$ cat config.mk
export PLATFORM = sky130hd
export DESIGN_NAME = event_toggle_tx_flat
export DESIGN_NICKNAME = d
export VERILOG_FILES = /design/src/rtl/event_toggle_tx_if.sv /design/src/rtl/event_toggle_tx.sv /design/src/flat_wrapper.sv
export SDC_FILE = /design/constraint.sdc
export NUM_CORES = 1
export LEC_CHECK = 0
export ABC_AREA = 1
export BUFFER_PORTS_ARGS = -buffer_cell sky130_fd_sc_hd__clkbuf_2
export CAP_MARGIN = 20
export CORE_MARGIN = 4
export CORE_UTILIZATION = 40
export CTS_CLUSTER_DIAMETER = 30
export DETAILED_ROUTE_END_ITERATION = 8
export SETUP_SLACK_MARGIN = 0.4
export SLEW_MARGIN = 20
export SYNTH_ARGS = -nofsm -noshare
export SYNTH_HDL_FRONTEND = slang
export SYNTH_SLANG_ARGS = --single-unit
$ cat constraint.sdc
create_clock -name clk -period 3.9 [get_ports clk]
set_clock_uncertainty 0.2 [all_clocks]
set_input_delay 0.39 -clock clk [delete_from_list [all_inputs] [get_ports clk]]
set_output_delay 0.39 -clock clk [all_outputs]
set_load 0.005 [all_outputs]
$ cat src/rtl/event_toggle_tx_if.sv
// Handshake bundle between an event source and the toggle transmitter:
// requests flow in, the toggle line and queue status flow out.
interface event_toggle_tx_if #(
  parameter int CNT_W = 4
) ();
  logic             i_Event;
  logic             i_Clear;
  logic             o_Toggle;
  logic [CNT_W-1:0] o_Pending;
  logic             o_Full;
  logic             o_Overflow;
  logic             o_Idle;

  modport master (
    output i_Event, i_Clear,
    input  o_Toggle, o_Pending, o_Full, o_Overflow, o_Idle
  );

  modport slave (
    input  i_Event, i_Clear,
    output o_Toggle, o_Pending, o_Full, o_Overflow, o_Idle
  );
endinterface

$ cat src/rtl/event_toggle_tx.sv
// Toggle-line event transmitter: each launched event flips o_Toggle, with
// launches spaced HOLD_CYCLES apart and excess events queued in a saturating counter.
module event_toggle_tx #(
  parameter int HOLD_CYCLES = 4,
  parameter int CNT_W       = 4
) (
  input  logic               clk,
  input  logic               reset_n,
  event_toggle_tx_if.slave   bus
);

  localparam logic [CNT_W:0] PEND_MAX  = {1'b0, {CNT_W{1'b1}}};
  localparam logic [7:0]     HOLD_LOAD = 8'(HOLD_CYCLES - 1);

  typedef enum logic {
    S_IDLE = 1'b0,
    S_HOLD = 1'b1
  } state_t;

  state_t           state_q, state_d;
  logic [7:0]       hold_q, hold_d;
  logic             toggle_q, toggle_d;
  logic [CNT_W-1:0] pend_q, pend_d;
  logic             ovf_q, ovf_d;
  logic             full_q, full_d;
  logic             idle_q, idle_d;
  logic             launch;
  logic [CNT_W:0]   pend_sum;

  always_comb begin
    // NOTE: every output of this block gets a default first, so no path leaves it unassigned and no latch is inferred.
    state_d  = state_q;
    hold_d   = hold_q;
    toggle_d = toggle_q;
    pend_d   = pend_q;
    ovf_d    = ovf_q;
    launch   = 1'b0;
    pend_sum = '0;

    if (state_q == S_IDLE) begin
      launch = bus.i_Event && !bus.i_Clear;
    end else begin
      launch = (hold_q == 8'd0) && ((pend_q != '0) || bus.i_Event) && !bus.i_Clear;
    end

    if (launch) begin
      toggle_d = ~toggle_q;
      hold_d   = HOLD_LOAD;
      state_d  = S_HOLD;
    end else if (state_q == S_HOLD) begin
      if (hold_q != 8'd0) hold_d  = hold_q - 8'd1;
      else                state_d = S_IDLE;
    end

    // A launch always retires one event: a queued one if any, else this cycle's request.
    pend_sum = {1'b0, pend_q} + (CNT_W+1)'(bus.i_Event) - (CNT_W+1)'(launch);

    if (bus.i_Clear) begin
      pend_d = '0;
      ovf_d  = 1'b0;
    end else if (pend_sum > PEND_MAX) begin
      pend_d = PEND_MAX[CNT_W-1:0];
      ovf_d  = 1'b1;
    end else begin
      pend_d = pend_sum[CNT_W-1:0];
    end

    full_d = (pend_d == PEND_MAX[CNT_W-1:0]);
    idle_d = (state_d == S_IDLE);
  end

  always_ff @(posedge clk or negedge reset_n) begin
    if (!reset_n) begin
      state_q  <= S_IDLE;
      hold_q   <= 8'd0;
      toggle_q <= 1'b0;
      pend_q   <= '0;
      ovf_q    <= 1'b0;
      full_q   <= 1'b0;
      idle_q   <= 1'b1;
    end else begin
      // NOTE: non-blocking assignments so every flop samples pre-edge values regardless of statement order.
      state_q  <= state_d;
      hold_q   <= hold_d;
      toggle_q <= toggle_d;
      pend_q   <= pend_d;
      ovf_q    <= ovf_d;
      full_q   <= full_d;
      idle_q   <= idle_d;
    end
  end

  assign bus.o_Toggle   = toggle_q;
  assign bus.o_Pending  = pend_q;
  assign bus.o_Full     = full_q;
  assign bus.o_Overflow = ovf_q;
  assign bus.o_Idle     = idle_q;

endmodule
$ cat src/flat_wrapper.sv
// flat-port wrapper written by rule: the top's interface ports become plain ports
module event_toggle_tx_flat 
#(
  parameter int HOLD_CYCLES = 4,
  parameter int CNT_W       = 4
)
  (clk, reset_n, bus_i_Event, bus_i_Clear, bus_o_Toggle, bus_o_Pending, bus_o_Full, bus_o_Overflow, bus_o_Idle);
  event_toggle_tx_if #(.CNT_W(CNT_W)) bus_i ();
  input  logic clk;
  input  logic reset_n;
  input wire logic [$bits(bus_i.i_Event)-1:0] bus_i_Event;
  input wire logic [$bits(bus_i.i_Clear)-1:0] bus_i_Clear;
  output wire logic [$bits(bus_i.o_Toggle)-1:0] bus_o_Toggle;
  output wire logic [$bits(bus_i.o_Pending)-1:0] bus_o_Pending;
  output wire logic [$bits(bus_i.o_Full)-1:0] bus_o_Full;
  output wire logic [$bits(bus_i.o_Overflow)-1:0] bus_o_Overflow;
  output wire logic [$bits(bus_i.o_Idle)-1:0] bus_o_Idle;
  assign bus_i.i_Event = bus_i_Event;
  assign bus_i.i_Clear = bus_i_Clear;
  assign bus_o_Toggle = bus_i.o_Toggle;
  assign bus_o_Pending = bus_i.o_Pending;
  assign bus_o_Full = bus_i.o_Full;
  assign bus_o_Overflow = bus_i.o_Overflow;
  assign bus_o_Idle = bus_i.o_Idle;
  event_toggle_tx #(.HOLD_CYCLES(HOLD_CYCLES), .CNT_W(CNT_W)) u_core (.clk(clk), .reset_n(reset_n), .bus(bus_i));
endmodule
After elaboration in Yosys (flattened, before gate mapping) --
Index checks and enable logic that the tools add are counted. W data, S select, Z words.
Storage, ports and cells: register bits 17, bits in latches 0, memory bits (writable) 0, bits in read-only memories 0, input port bits 4, output and inout port bits 8, logic and storage cells 37, memories 0
Cells by class: add/sub/neg operators 3, $mul 0, divide/modulo/power cells 0, order comparisons 1, equality and inequality tests 1, shifts and indexed selects 0, multiplexer cells 11, bitwise logic cells 2, reduce and logical (&&, ||, !) cells 12
Operators by type and width (number):
- $mux W8 | 3
- $logic_not A8 Y1 | 1
- $mux W4 | 2
- $reduce_bool A8 Y1 | 1
- $sub A8 B1 Y8 const B | 1
- $mux W1 | 6
- $reduce_bool A2 Y1 | 3
- $add A4 B1 Y5 | 1
- $gt A5 B4 Y1 const B | 1
- $sub A5 B1 Y5 | 1
- $eq A4 B4 Y1 const B | 1
- $reduce_bool A4 Y1 | 1
- $logic_and A1 B1 Y1 | 3
- $not A1 Y1 | 2
- $reduce_and A2 Y1 | 1
- $logic_not A1 Y1 | 1
- $logic_or A1 B1 Y1 | 1

Longest topological paths before layout --
Gate-level depths: netlist of the first run.
depth after elaboration 10, depth in mapped cells 21

Worst setup path before layout of the first run --
OpenSTA, ideal clock, no wires.
path type register -> register, from register u_core.hold_q[0], to register u_core.ovf_q, in the netlist u_core.bus.o_Overflow, arrival 2.591 ns, data required time 3.580 ns, slack 0.989 ns, cell stages (with the launch flop) 20, path buffers 0, cell sequence dfrtp_1 > inv_1 > ha_1 > nand2_2 > o21ai_4 > nand3_4 > clkinv_4 > ha_1 > inv_1 > ha_1 > inv_1 > fa_1 > inv_1 > nand2_1 > nand2_1 > nand3_1 > nand2_1 > inv_1 > o21ai_0 > inv_1
On the way: longest elaborated chain between the ends 7
RTL lines:
- start, declared | RTL line event_toggle_tx.sv:21 | logic [7:0] hold_q, hold_d;
- start signal, assigned | RTL line event_toggle_tx.sv:84 | hold_q <= hold_d;
- $logic_not A8 Y1 | RTL line event_toggle_tx.sv:43 | launch = (hold_q == 8'd0) && ((pend_q != '0) || bus.i_Event) && !bus.i_Clear;
- $logic_and A1 B1 Y1 (2 in series) | RTL line event_toggle_tx.sv:43
- $mux W1 | RTL line event_toggle_tx.sv:40 | if (state_q == S_IDLE) begin
- $sub A5 B1 Y5 | RTL line event_toggle_tx.sv:56 | pend_sum = {1'b0, pend_q} + (CNT_W+1)'(bus.i_Event) - (CNT_W+1)'(launch);
- $gt A5 B4 Y1 | RTL line event_toggle_tx.sv:61 | end else if (pend_sum > PEND_MAX) begin
- $reduce_bool A2 Y1 (no source line)
- end signal, assigned | RTL line event_toggle_tx.sv:87 | ovf_q <= ovf_d;
- end, declared | RTL line event_toggle_tx.sv:24 | logic ovf_q, ovf_d;
Every way passes these cells. A chain may end at the register's enable or synchronous reset.

Final worst setup path of the first run --
Same ends and word-level chain as after synthesis.

==> results.env, run 1 <==
CRITPATHMAXFANOUT=8
MAXSLEWHEADROOM_PCT=70.3
SETUP_WS_NS=0.688
OUTCOME='finished clean'
TIMING.FINAL.MAX_SLEW_VIOLATIONS=0
FIN_TNS_SETUP_NS=0
SYNTHESIS.AREA_PER_INSTANCE_SQ_UM=7.62
CLKLATENCYLATEPIN_NS=0.29
GRTUSAGETOTAL_PCT=12.7
OVERFLOW=0
FP.COREAREA_SQ_MM=0.00252
DRCVIOLATIONCOUNT=0
GRT_ANTENNA_BEFORE_REPAIR=0
MAPPEDNETLISTAREA_SQ_MM=0.00108
GLOBAL_ROUTE_WIRE_LENGTH_BEFORE_REPAIR_MICRONS=3400
DOMINANTREGCELLSYNTH='sky130_fd_sc_hd__dfrtp_1'
CTS.ROOT.BUFFER_CELL='sky130_fd_sc_hd__clkbuf_4'
CTS_TREE='yes'
CRITICALPATHCATEGORY='register to register'
PORT-BUFFER-COUNT=11
MAX_CLOCK_FREQ_MHz=311
WORSTPATHARRIVAL_NS=3.21
MULTI_INPUT_AREA_SQ_UM=533
FINAL-SETUP-VIOL-COUNT=0
STD_CELL_ROWS=18
VIA_PER_INST=4.56
POWER_DENSITY_mW_PER_MM2=544
DRIVE_ABOVE_1_SHARE_PCT=18.4
ANTENNA_LEFT=0
DIE_HEIGHT_MICRONS=60.0
FINAL.PERIOD_UTILIZATION_PCT=82.4
SYNTH_NETS=154
SYNTH.YOSYS.SEQ_AREA_SHARE_PCT=39.4
CP-START-KIND='register'
SYNTH_WARNINGS=0
NETLIST_INSTANCES=142
RSZ0062_AT_GRT='false'
CP_DATA_REQUIRED_TIME_NS=3.89
SYNTH_EDF_COUNT=0
DRT-PASS1-ITER-COUNT=4
LARGEST_NET_DEGREE_AT_THE_START_OF_GLOBAL_ROUTING=18
INITIAL_CORE_UTIL_PCT=42.9
P_LEAK_nW=0.707
ANTENNADIODECOUNT=0
SYNTH_SEQ_CELLS=17
YOSYS-TOP-CELLS-COUNT='35 x sky130_fd_sc_hd__nand2_1, 30 x sky130_fd_sc_hd__inv_1, 16 x sky130_fd_sc_hd__dfrtp_1'
DPL.HPWL_MICRONS=1570
SYNTH_TOP_AREA_SHARE_PCT=37.0
ROUTED_WIRE_LENGTH_PER_INSTANCE_MICRONS=10.7
REPORT.POWER.TOTAL_W=0.000661
TIGHTEST_SLEW_NS=0.445
NETS=171
SEQUENTIAL_CELL_AREA_SQ_UM=427
DRT_ITER0_MARKERS=28
YOSYSMOSTFREQUENTCELL='sky130_fd_sc_hd__nand2_1'
GRT_PASS1_VIAS=790
CTS.PATH.MAX_BUFFERS=2
CTS_NUM_SINKS=17
CLKSLEWWORSTSETUPHOLDPATHS_NS=0.10
VIA_COUNT=857
CAP_VIOL_MAX_COUNT=0
ROUTE.FINAL.WIRE_LENGTH_MICRONS=2010
POST_SYNTH_NUM_CELL_TYPES=23
CRIT_PATH_END_KIND='register'
DIE_AREA_SQ_MM=0.00360
ROUTABILITY_CONGESTION_ESTIMATE=0.843
SYNTHDOMINANTAREACELLTYPE='sky130_fd_sc_hd__dfrtp_1'
HOLD_PATH_CLASS='input pin to register'
FILLCELLCOUNT=270
SYNTHESIS_TO_FINISH_AREA_GROWTH_PCT=12.3
CTS_INSERTED_BUFFERS=3
DIE_W_MICRONS=60.0
POST_SYNTH_MAIN_AREA_CONTRIBUTORS='sky130_fd_sc_hd__dfrtp_1 37%, sky130_fd_sc_hd__nand2_1 12%, sky130_fd_sc_hd__inv_1 10%'
HOLD_VIOL=0
CTS_HTREE_LEVELS=1
MIN_PERIOD_NS=3.21
VDD_DROP_MAX_V=0.000481
YS_ASYNC_SR_FRACTION_PCT=100
IO_PINS=12
PLACE_WS_NS=0.653
==> through the flow <==
stage	util, %	cells	instance area [sq um]	hold WS (ns)
3_5_place_dp	46.6	183	1170	0.155
2_1_floorplan	-	142	1080	-0.106
6_report	48.2	188	1210	0.0475
3_3_place_gp	46.6	183	1170	0.149
4_1_cts	48.1	188	1210	0.0323
5_1_grt	48.2	188	1210	0.0177
==> cell usage in the layout (no fill, tap or decap), drive strengths merged <==
cell,instances
dfstp,1
nor2,15
o21bai,1
nand3,16
clkinv,2
inv,31
xor2,3
clkbuf,14
dlygate4sd3,1
fa,1
nand2,39
dfrtp,16
nand4,3
o21ai,4
a21oi,2
ha,7
or2,1
nor3,1
==> cell families (layout without fill, tap and decap cells) <==
| logic type | Yosys count | count (layout) | synth area share [%] |
|---|---|---|---|
| simple gates | 75 | 75 | 32.1 |
| compound gates | 7 | 7 | 4.51 |
| xor+xnor | 3 | 3 | 2.43 |
| flops | 17 | 17 | 39.4 |
| buf+inv | 32 | 48 | 11.6 |
| fa+ha+maj | 8 | 8 | 9.94 |
==> final cells by class <==
| type | instances | area share [%] |
|---|---|---|
| multi-input cells | 93 | 43.9 |
| repair buffers | 12 | 5.36 |
| clock inverters | 1 | 0.412 |
| well taps | 30 | 3.09 |
| inverters | 32 | 10.3 |
| clock buffers | 3 | 1.85 |
| flip-flops and latches | 17 | 35.1 |
==> state kept, by name (all words and copies together), names as in the netlist <==
signal	count
u_core.hold_q	8
u_core.bus.o_Pending	4
u_core.bus.o_Full	1
u_core.bus.o_Idle	1
u_core.bus.o_Overflow	1
u_core.bus.o_Toggle	1
u_core.state_q	1
==> path summary, 6_finish.rpt <==
path | cells past startpoint | end | start | slack [ns]
max reg2reg | 19 | u_core.bus.o_Overflow$_DFFE_PN0P_ | u_core.hold_q[0]$_DFFE_PN0P_ | 0.69
max in group asynchronous | 2 | u_core.bus.o_Idle$_DFF_PN1_ | reset_n | 2.81
min | 2 | u_core.bus.o_Pending[3]$_DFF_PN0_ | bus_i_Clear | 0.05
min reg2reg | 2 | u_core.hold_q[1]$_DFFE_PN0P_ | u_core.hold_q[1]$_DFFE_PN0P_ | 0.32
max | 19 | u_core.bus.o_Overflow$_DFFE_PN0P_ | u_core.hold_q[0]$_DFFE_PN0P_ | 0.69
min in group asynchronous | 2 | u_core.hold_q[6]$_DFFE_PN0P_ | reset_n | 0.36
==> critical path, stage by stage (launching register included) <==
cell                       delay [ns]
sky130_fd_sc_hd__dfrtp_1         0.39
sky130_fd_sc_hd__inv_1           0.11
sky130_fd_sc_hd__ha_2            0.25
sky130_fd_sc_hd__nand2_2         0.10
sky130_fd_sc_hd__o21ai_4         0.26
sky130_fd_sc_hd__nand3_4         0.18
sky130_fd_sc_hd__clkinv_4        0.08
sky130_fd_sc_hd__ha_1            0.21
sky130_fd_sc_hd__inv_1           0.06
sky130_fd_sc_hd__ha_1            0.16
sky130_fd_sc_hd__inv_1           0.06
sky130_fd_sc_hd__fa_1            0.40
sky130_fd_sc_hd__inv_1           0.07
sky130_fd_sc_hd__nand2_1         0.04
sky130_fd_sc_hd__nand2_1         0.10
sky130_fd_sc_hd__nand3_1         0.08
sky130_fd_sc_hd__nand2_1         0.10
sky130_fd_sc_hd__inv_1           0.04
sky130_fd_sc_hd__o21ai_0         0.15
sky130_fd_sc_hd__inv_1           0.05
==> power by group <==
part / switching, W / total, W / internal (W)
sequential: 0.0000224 / 0.000229 / 0.000207
clock: 0.0000580 / 0.0000963 / 0.0000382
combinational: 0.000204 / 0.000336 / 0.000132
==> layer usage <==
metal / track usage, % / up-vias / share of wire [%]
met5: 0 / - / 0
met4: 2.85 / 0 / 0.65
met3: 4.97 / 2 / 4.9
li1: - / 468 / -
met1: 16.8 / 375 / 51
met2: 19.6 / 12 / 43
==> what timing repair did <==
action | in CTS | in global routing
endpoints found under the setup margin | 0 | 2
hold buffers | 1 | 0
hold endpoints to repair | 16 | 0
resized for setup | 0 | 1
buffers inserted | 0 | 0
Power figures use the tool's default switching activity.
==> run 2: changes to the inputs <==
==> constraint.sdc (replaced) <==
create_clock -name clk -period 3.1 [get_ports clk]
set_clock_uncertainty 0.2 [all_clocks]
set_input_delay 0.31 -clock clk [delete_from_list [all_inputs] [get_ports clk]]
set_output_delay 0.31 -clock clk [all_outputs]
set_load 0.005 [all_outputs]
==> results.env, run 2 (same netlist as run 1, synthesis figures left out) <==
STD_CELL_ROWS=18
LARGEST-REGISTER='u_core.hold_q'
REPORT.POWER.TOTAL_W=0.00104
GRT_PASS1_VIAS=956
DIE_W_MICRONS=60.0
IO_PINS=12
CLKSLEWWORSTSETUPHOLDPATHS_NS=0.10
RSZ0062_AT_GRT='true'
CTS_HTREE_LEVELS=1
MAXSLEWHEADROOM_PCT=71.4
SYNTHESIS_TO_FINISH_AREA_GROWTH_PCT=37.8
MIN_PERIOD_NS=2.71
CTS_NUM_SINKS=17
FP.COREAREA_SQ_MM=0.00252
CTS_INSERTED_BUFFERS=3
CP-START-KIND='register'
DRCVIOLATIONCOUNT=0
P_LEAK_nW=0.820
CTS.PATH.MAX_BUFFERS=2
PLACE_WS_NS=0.192
LAYOUT_COMMONEST_CELL='sky130_fd_sc_hd__nand2_1'
TIGHTEST_SLEW_NS=0.429
WL_MET1_MICRONS=1110
HIGHEST-SIGNAL-LAYER='met4'
SW_SHARE_PCT=43.5
ROUTE.FINAL.WIRE_LENGTH_MICRONS=2440
GLOBAL_ROUTE_WIRE_LENGTH_BEFORE_REPAIR_MICRONS=4040
FINAL.PERIOD_UTILIZATION_PCT=87.4
HOLD_PATH_CLASS='input pin to asynchronous set/reset pin'
CTS_TREE='yes'
OVERFLOW=0
MAX_CLOCK_FREQ_MHz=369
GRTUSAGETOTAL_PCT=15.2
CP_DATA_REQUIRED_TIME_NS=3.09
FINAL-SETUP-VIOL-COUNT=0
DIE_HEIGHT_MICRONS=60.0
MET2ROUTEDLENGTH_MICRONS=1220
OUTCOME='finished clean'
ROUTED-WL-MET3_MICRONS=79
ROUTED_WIRE_LENGTH_PER_INSTANCE_MICRONS=11.6
DRT_ITER0_MARKERS=31
CRITICALPATHCATEGORY='register to register'
PORT-BUFFER-COUNT=11
VDD_DROP_MAX_V=0.000743
COMBINATIONAL_POWER_SHARE_PCT=61.5
FIN_TNS_SETUP_NS=0
CAP_VIOL_MAX_COUNT=0
ANTENNADIODECOUNT=0
CLOCKPOWERSHARE_PCT=11.1
LAYOUT_COMMON_CELLS='27 x sky130_fd_sc_hd__nand2_1, 24 x sky130_fd_sc_hd__inv_1, 21 x sky130_fd_sc_hd__buf_4'
WORST_HOLD_SLACK_NS=0.286
TIMING.FINAL.MAX_SLEW_VIOLATIONS=0
SEQUENTIALPOWERSHARE_PCT=27.4
DRIVE_ABOVE_1_SHARE_PCT=40.6
HOLD_VIOL=0
POWER_DENSITY_mW_PER_MM2=700
DIE_AREA_SQ_MM=0.00360
CRITPATHMAXFANOUT=3
NETS=193
VIA_COUNT=980
INITIAL_CORE_UTIL_PCT=42.9
CELLINTERNALPOWER_W=0.000591
DRT-PASS1-ITER-COUNT=4
WORSTPATHARRIVAL_NS=2.70
ANTENNA_LEFT=0
CRIT_PATH_END_KIND='register'
LARGEST_REGISTER_FFS=8
DPL.HPWL_MICRONS=1650
SETUP_WS_NS=0.392
ROUTABILITY_CONGESTION_ESTIMATE=0.812
P_SW_W=0.000454
CTS.ROOT.BUFFER_CELL='sky130_fd_sc_hd__clkbuf_4'
LARGEST_NET_DEGREE_AT_THE_START_OF_GLOBAL_ROUTING=18
CLKLATENCYLATEPIN_NS=0.29
GRT_ANTENNA_BEFORE_REPAIR=0
VIA_PER_INST=4.67
run 2: changes by cell type in the layout (fill, tap and decap cells not counted), moves of 3 or more:
cell / before / now
sky130_fd_sc_hd__nand3_1: 15 / 11
sky130_fd_sc_hd__inv_2: 1 / 6
sky130_fd_sc_hd__nand2_1: 35 / 27
sky130_fd_sc_hd__nand3_2: 0 / 4
sky130_fd_sc_hd__inv_1: 30 / 24
sky130_fd_sc_hd__buf_4: 0 / 21
sky130_fd_sc_hd__nand2_2: 3 / 10
sky130_fd_sc_hd__ha_1: 6 / 3
sky130_fd_sc_hd__ha_4: 0 / 4
run 2: stage by stage:
step           cells  cell area [sq um]  utilization (%)
2_1_floorplan    142               1130                -
3_3_place_gp     184               1230             48.7
3_5_place_dp     184               1230             48.7
4_1_cts          202               1400             55.6
5_1_grt          210               1490             59.1
6_report         210               1490             59.1
run 2: power by group through the flow:
stage,logic [W],clock network (W),registers (W)
2_1_floorplan,0.000334,0,0.000294
3_3_place_gp,0.000448,0,0.000292
3_5_place_dp,0.000459,0,0.000294
4_1_cts,0.000582,0.000123,0.000287
5_1_grt,0.000737,0.000133,0.000291
6_report,0.000642,0.000116,0.000287
run 2: path summary, 6_finish.rpt:
check	startpoint	end	slack, ns	depth (start not counted)
max	u_core.hold_q[0]$_DFFE_PN0P_	u_core.bus.o_Full$_DFF_PN0_	0.39	19
min	reset_n	u_core.bus.o_Pending[2]$_DFF_PN0_	0.29	2
max in group asynchronous	reset_n	u_core.bus.o_Idle$_DFF_PN1_	2.08	2
min in group clk	u_core.bus.o_Overflow$_DFFE_PN0P_	u_core.bus.o_Overflow$_DFFE_PN0P_	0.29	2
min reg2reg	u_core.bus.o_Overflow$_DFFE_PN0P_	u_core.bus.o_Overflow$_DFFE_PN0P_	0.29	2
max reg2reg	u_core.hold_q[0]$_DFFE_PN0P_	u_core.bus.o_Full$_DFF_PN0_	0.39	19
run 2: cell type report:
cell class | count | area, sq um
flip-flops and latches | 17 | 429
fillers | 228 | 1030
inverters | 32 | 128
clock buffers | 4 | 26.3
repair buffers | 34 | 233
multi-input cells | 93 | 638
well taps | 30 | 37.5
run 2: timing repair:
action | 4_1_cts | 5_1_grt
hold buffers | 2 | 0
hold endpoints to repair | 17 | 0
resized for setup | 12 | 9
pin swaps | 8 | 14
setup endpoints to repair | 6 | 6
setup buffers | 12 | 8
run 2: metal layers:
layer,GRT usage (%),vias up
li1,-,510
met1,19.6,445
met2,24.7,21
met3,3.89,4
met4,4.75,0
met5,0,-
run 2: worst max-delay path: stages (launching register included):
cell and delay, ns:
sky130_fd_sc_hd__dfrtp_1 0.40, sky130_fd_sc_hd__inv_2 0.08, sky130_fd_sc_hd__ha_4 0.15, sky130_fd_sc_hd__nand2_4 0.05, sky130_fd_sc_hd__o21ai_4 0.17, sky130_fd_sc_hd__nand3_4 0.10, sky130_fd_sc_hd__clkinv_4 0.06, sky130_fd_sc_hd__ha_4 0.19
sky130_fd_sc_hd__inv_4 0.05, sky130_fd_sc_hd__ha_4 0.12, sky130_fd_sc_hd__inv_2 0.04, sky130_fd_sc_hd__fa_2 0.35, sky130_fd_sc_hd__inv_1 0.06, sky130_fd_sc_hd__nand2_1 0.06, sky130_fd_sc_hd__nand2_2 0.11, sky130_fd_sc_hd__nand2_2 0.08
sky130_fd_sc_hd__nand2_2 0.09, sky130_fd_sc_hd__nand3_1 0.09, sky130_fd_sc_hd__nand3_1 0.09, sky130_fd_sc_hd__nor2_1 0.05
==> run 3: changes to the inputs <==
--- a/config.mk
+++ b/config.mk
@@ -12,6 +12,7 @@
 export CORE_UTILIZATION = 40
 export CTS_CLUSTER_DIAMETER = 30
 export DETAILED_ROUTE_END_ITERATION = 8
+export REMOVE_ABC_BUFFERS = 1
 export SETUP_SLACK_MARGIN = 0.4
 export SLEW_MARGIN = 20
 export SYNTH_ARGS = -nofsm -noshare
==> results.env, run 3 (same netlist as run 1, synthesis figures left out) <==
DIE_HEIGHT_MICRONS=60.0
POWER_DENSITY_mW_PER_MM2=750
STD_CELL_ROWS=18
TIGHTEST_SLEW_NS=0.427
FILLCELLCOUNT=219
HOLD_VIOL=0
LAYOUT_COMMON_CELLS='27 x sky130_fd_sc_hd__nand2_1, 22 x sky130_fd_sc_hd__inv_1, 22 x sky130_fd_sc_hd__buf_4'
HOLD_PATH_CLASS='input pin to asynchronous set/reset pin'
DPL.HPWL_MICRONS=1620
LARGEST-REGISTER='u_core.hold_q'
DRT_ITER0_MARKERS=16
DRIVE_ABOVE_1_SHARE_PCT=43.1
CELL_DEPTH_OF_THE_WORST_FLOP_TO_FLOP_PATH=21
RSZ0062_AT_GRT='true'
VIA_COUNT=991
FP.COREAREA_SQ_MM=0.00252
FINALNONFILLERCELLS=211
WORSTPATHARRIVAL_NS=2.72
CRITICALPATHCATEGORY='register to register'
VDD_DROP_MAX_V=0.000707
CTS_NUM_SINKS=17
ANTENNA_LEFT=0
CP_DATA_REQUIRED_TIME_NS=3.15
FINAL-SETUP-VIOL-COUNT=0
CP-START-KIND='register'
LARGEST_NET_DEGREE_AT_THE_START_OF_GLOBAL_ROUTING=18
MAX_CLOCK_FREQ_MHz=374
DETAILED_PLACE.AREA_SQ_MM=0.00120
GRT_ANTENNA_BEFORE_REPAIR=0
PLACED_CELLS_INCL_TAPS=187
ROUTABILITY_CONGESTION_ESTIMATE=0.853
IO_PINS=12
CTS.ROOT.BUFFER_CELL='sky130_fd_sc_hd__clkbuf_4'
CTS.PATH.MAX_BUFFERS=2
ANTENNADIODECOUNT=0
INITIAL_CORE_UTIL_PCT=42.9
FINAL.PERIOD_UTILIZATION_PCT=86.2
VIA_PER_INST=4.70
P_LEAK_nW=0.836
GLOBAL_ROUTE_WIRE_LENGTH_BEFORE_REPAIR_MICRONS=4450
DRT-PASS1-ITER-COUNT=4
CLKLATENCYLATEPIN_NS=0.31
MIN_PERIOD_NS=2.67
FINISH.INSTANCE_AREA_SQ_MM=0.00153
FIN_TNS_SETUP_NS=0
OUTCOME='finished clean'
CTS_TREE='yes'
TIMING.FINAL.MAX_SLEW_VIOLATIONS=0
GRTUSAGETOTAL_PCT=16.3
OVERFLOW=0
DIE_W_MICRONS=60.0
MAXSLEWHEADROOM_PCT=71.6
DRCVIOLATIONCOUNT=0
CTS_HTREE_LEVELS=1
PORT-BUFFER-COUNT=11
CRITPATHMAXFANOUT=3
NETS=194
CLKSLEWWORSTSETUPHOLDPATHS_NS=0.11
CTS_INSERTED_BUFFERS=3
SYNTHESIS_TO_FINISH_AREA_GROWTH_PCT=41.7
DIE_AREA_SQ_MM=0.00360
LARGEST_REGISTER_FFS=8
CRIT_PATH_END_KIND='register'
LAYOUT_COMMONEST_CELL='sky130_fd_sc_hd__nand2_1'
ROUTE.FINAL.WIRE_LENGTH_MICRONS=2560
CAP_VIOL_MAX_COUNT=0
GRT_PASS1_VIAS=1032
ROUTED_WIRE_LENGTH_PER_INSTANCE_MICRONS=12.1
-- run 3: worst paths after layout --
path                                              startpoint                                end  slack, ns
setup / recovery           u_core.bus.o_Pending[2]$_DFF_PN0_        u_core.bus.o_Full$_DFF_PN0_       0.43
setup reg to reg           u_core.bus.o_Pending[2]$_DFF_PN0_        u_core.bus.o_Full$_DFF_PN0_       0.43
min in group clk                                 bus_i_Event  u_core.bus.o_Pending[0]$_DFF_PN0_       0.28
hold reg to reg            u_core.bus.o_Overflow$_DFFE_PN0P_  u_core.bus.o_Overflow$_DFFE_PN0P_       0.31
hold / removal                                       reset_n       u_core.hold_q[7]$_DFFE_PN0P_       0.25
max in group asynchronous                            reset_n        u_core.bus.o_Idle$_DFF_PN1_       2.12
-- run 3: critical path: stages (launching register included) --
cell and delay [ns]:
sky130_fd_sc_hd__dfrtp_1 0.41, sky130_fd_sc_hd__inv_2 0.09, sky130_fd_sc_hd__ha_4 0.13, sky130_fd_sc_hd__nand3_2 0.08
sky130_fd_sc_hd__nand2_2 0.07, sky130_fd_sc_hd__nand2_2 0.07, sky130_fd_sc_hd__nand3_4 0.10, sky130_fd_sc_hd__clkinv_4 0.06
sky130_fd_sc_hd__ha_4 0.21, sky130_fd_sc_hd__inv_4 0.05, sky130_fd_sc_hd__ha_4 0.13, sky130_fd_sc_hd__inv_2 0.03
sky130_fd_sc_hd__fa_2 0.34, sky130_fd_sc_hd__inv_2 0.06, sky130_fd_sc_hd__nand2_2 0.05, sky130_fd_sc_hd__nand2_4 0.10
sky130_fd_sc_hd__nand2_4 0.07, sky130_fd_sc_hd__nand2_2 0.07, sky130_fd_sc_hd__nand2_2 0.06, sky130_fd_sc_hd__nand2_1 0.06
sky130_fd_sc_hd__nand3_1 0.06, sky130_fd_sc_hd__nor2_1 0.10
-- run 3: stage by stage --
stage | hold WS, ns | total power [W] | worst slack, ns | util [%]
after detailed placement | 0.0732 | 0.000724 | 0.145 | 47.8
after global routing | 0.290 | 0.00125 | 0.299 | 60.8
after CTS | 0.255 | 0.000988 | 0.406 | 56.6
final | 0.252 | 0.00115 | 0.429 | 60.8
after floorplan | -0.186 | 0.000608 | 0.189 | -
after global placement | 0.0672 | 0.000717 | 0.181 | 47.8
-- run 3: layout make-up --
class / instances / area [sq um] / share of cell area (%)
multi-input combinational: 93 / 671 / 43.7
sequential: 17 / 428 / 27.9
timing repair buffer: 35 / 240 / 15.7
inverter: 32 / 128 / 8.32
tap: 30 / 37.5 / 2.45
clock buffer: 3 / 22.5 / 1.47
clock inverter: 1 / 7.51 / 0.489
-- run 3: what timing repair did --
item	in CTS	in global routing
pin swaps	13	12
setup endpoints to repair	6	6
setup buffers	13	5
cloned	0	0
hold endpoints to repair	17	0
hold buffers	2	0
resized for setup	22	18
-- run 3: power breakdown --
part           internal (W)  switching (W)
combinational      0.000309       0.000426
clock             0.0000493      0.0000783
sequential         0.000260      0.0000274
-- run 3: layer usage --
metal,GRT usage [%],wire [microns]
met2,27.6,1300
met3,4.75,100
met1,20.1,1140
met4,4.11,10
met5,0,0
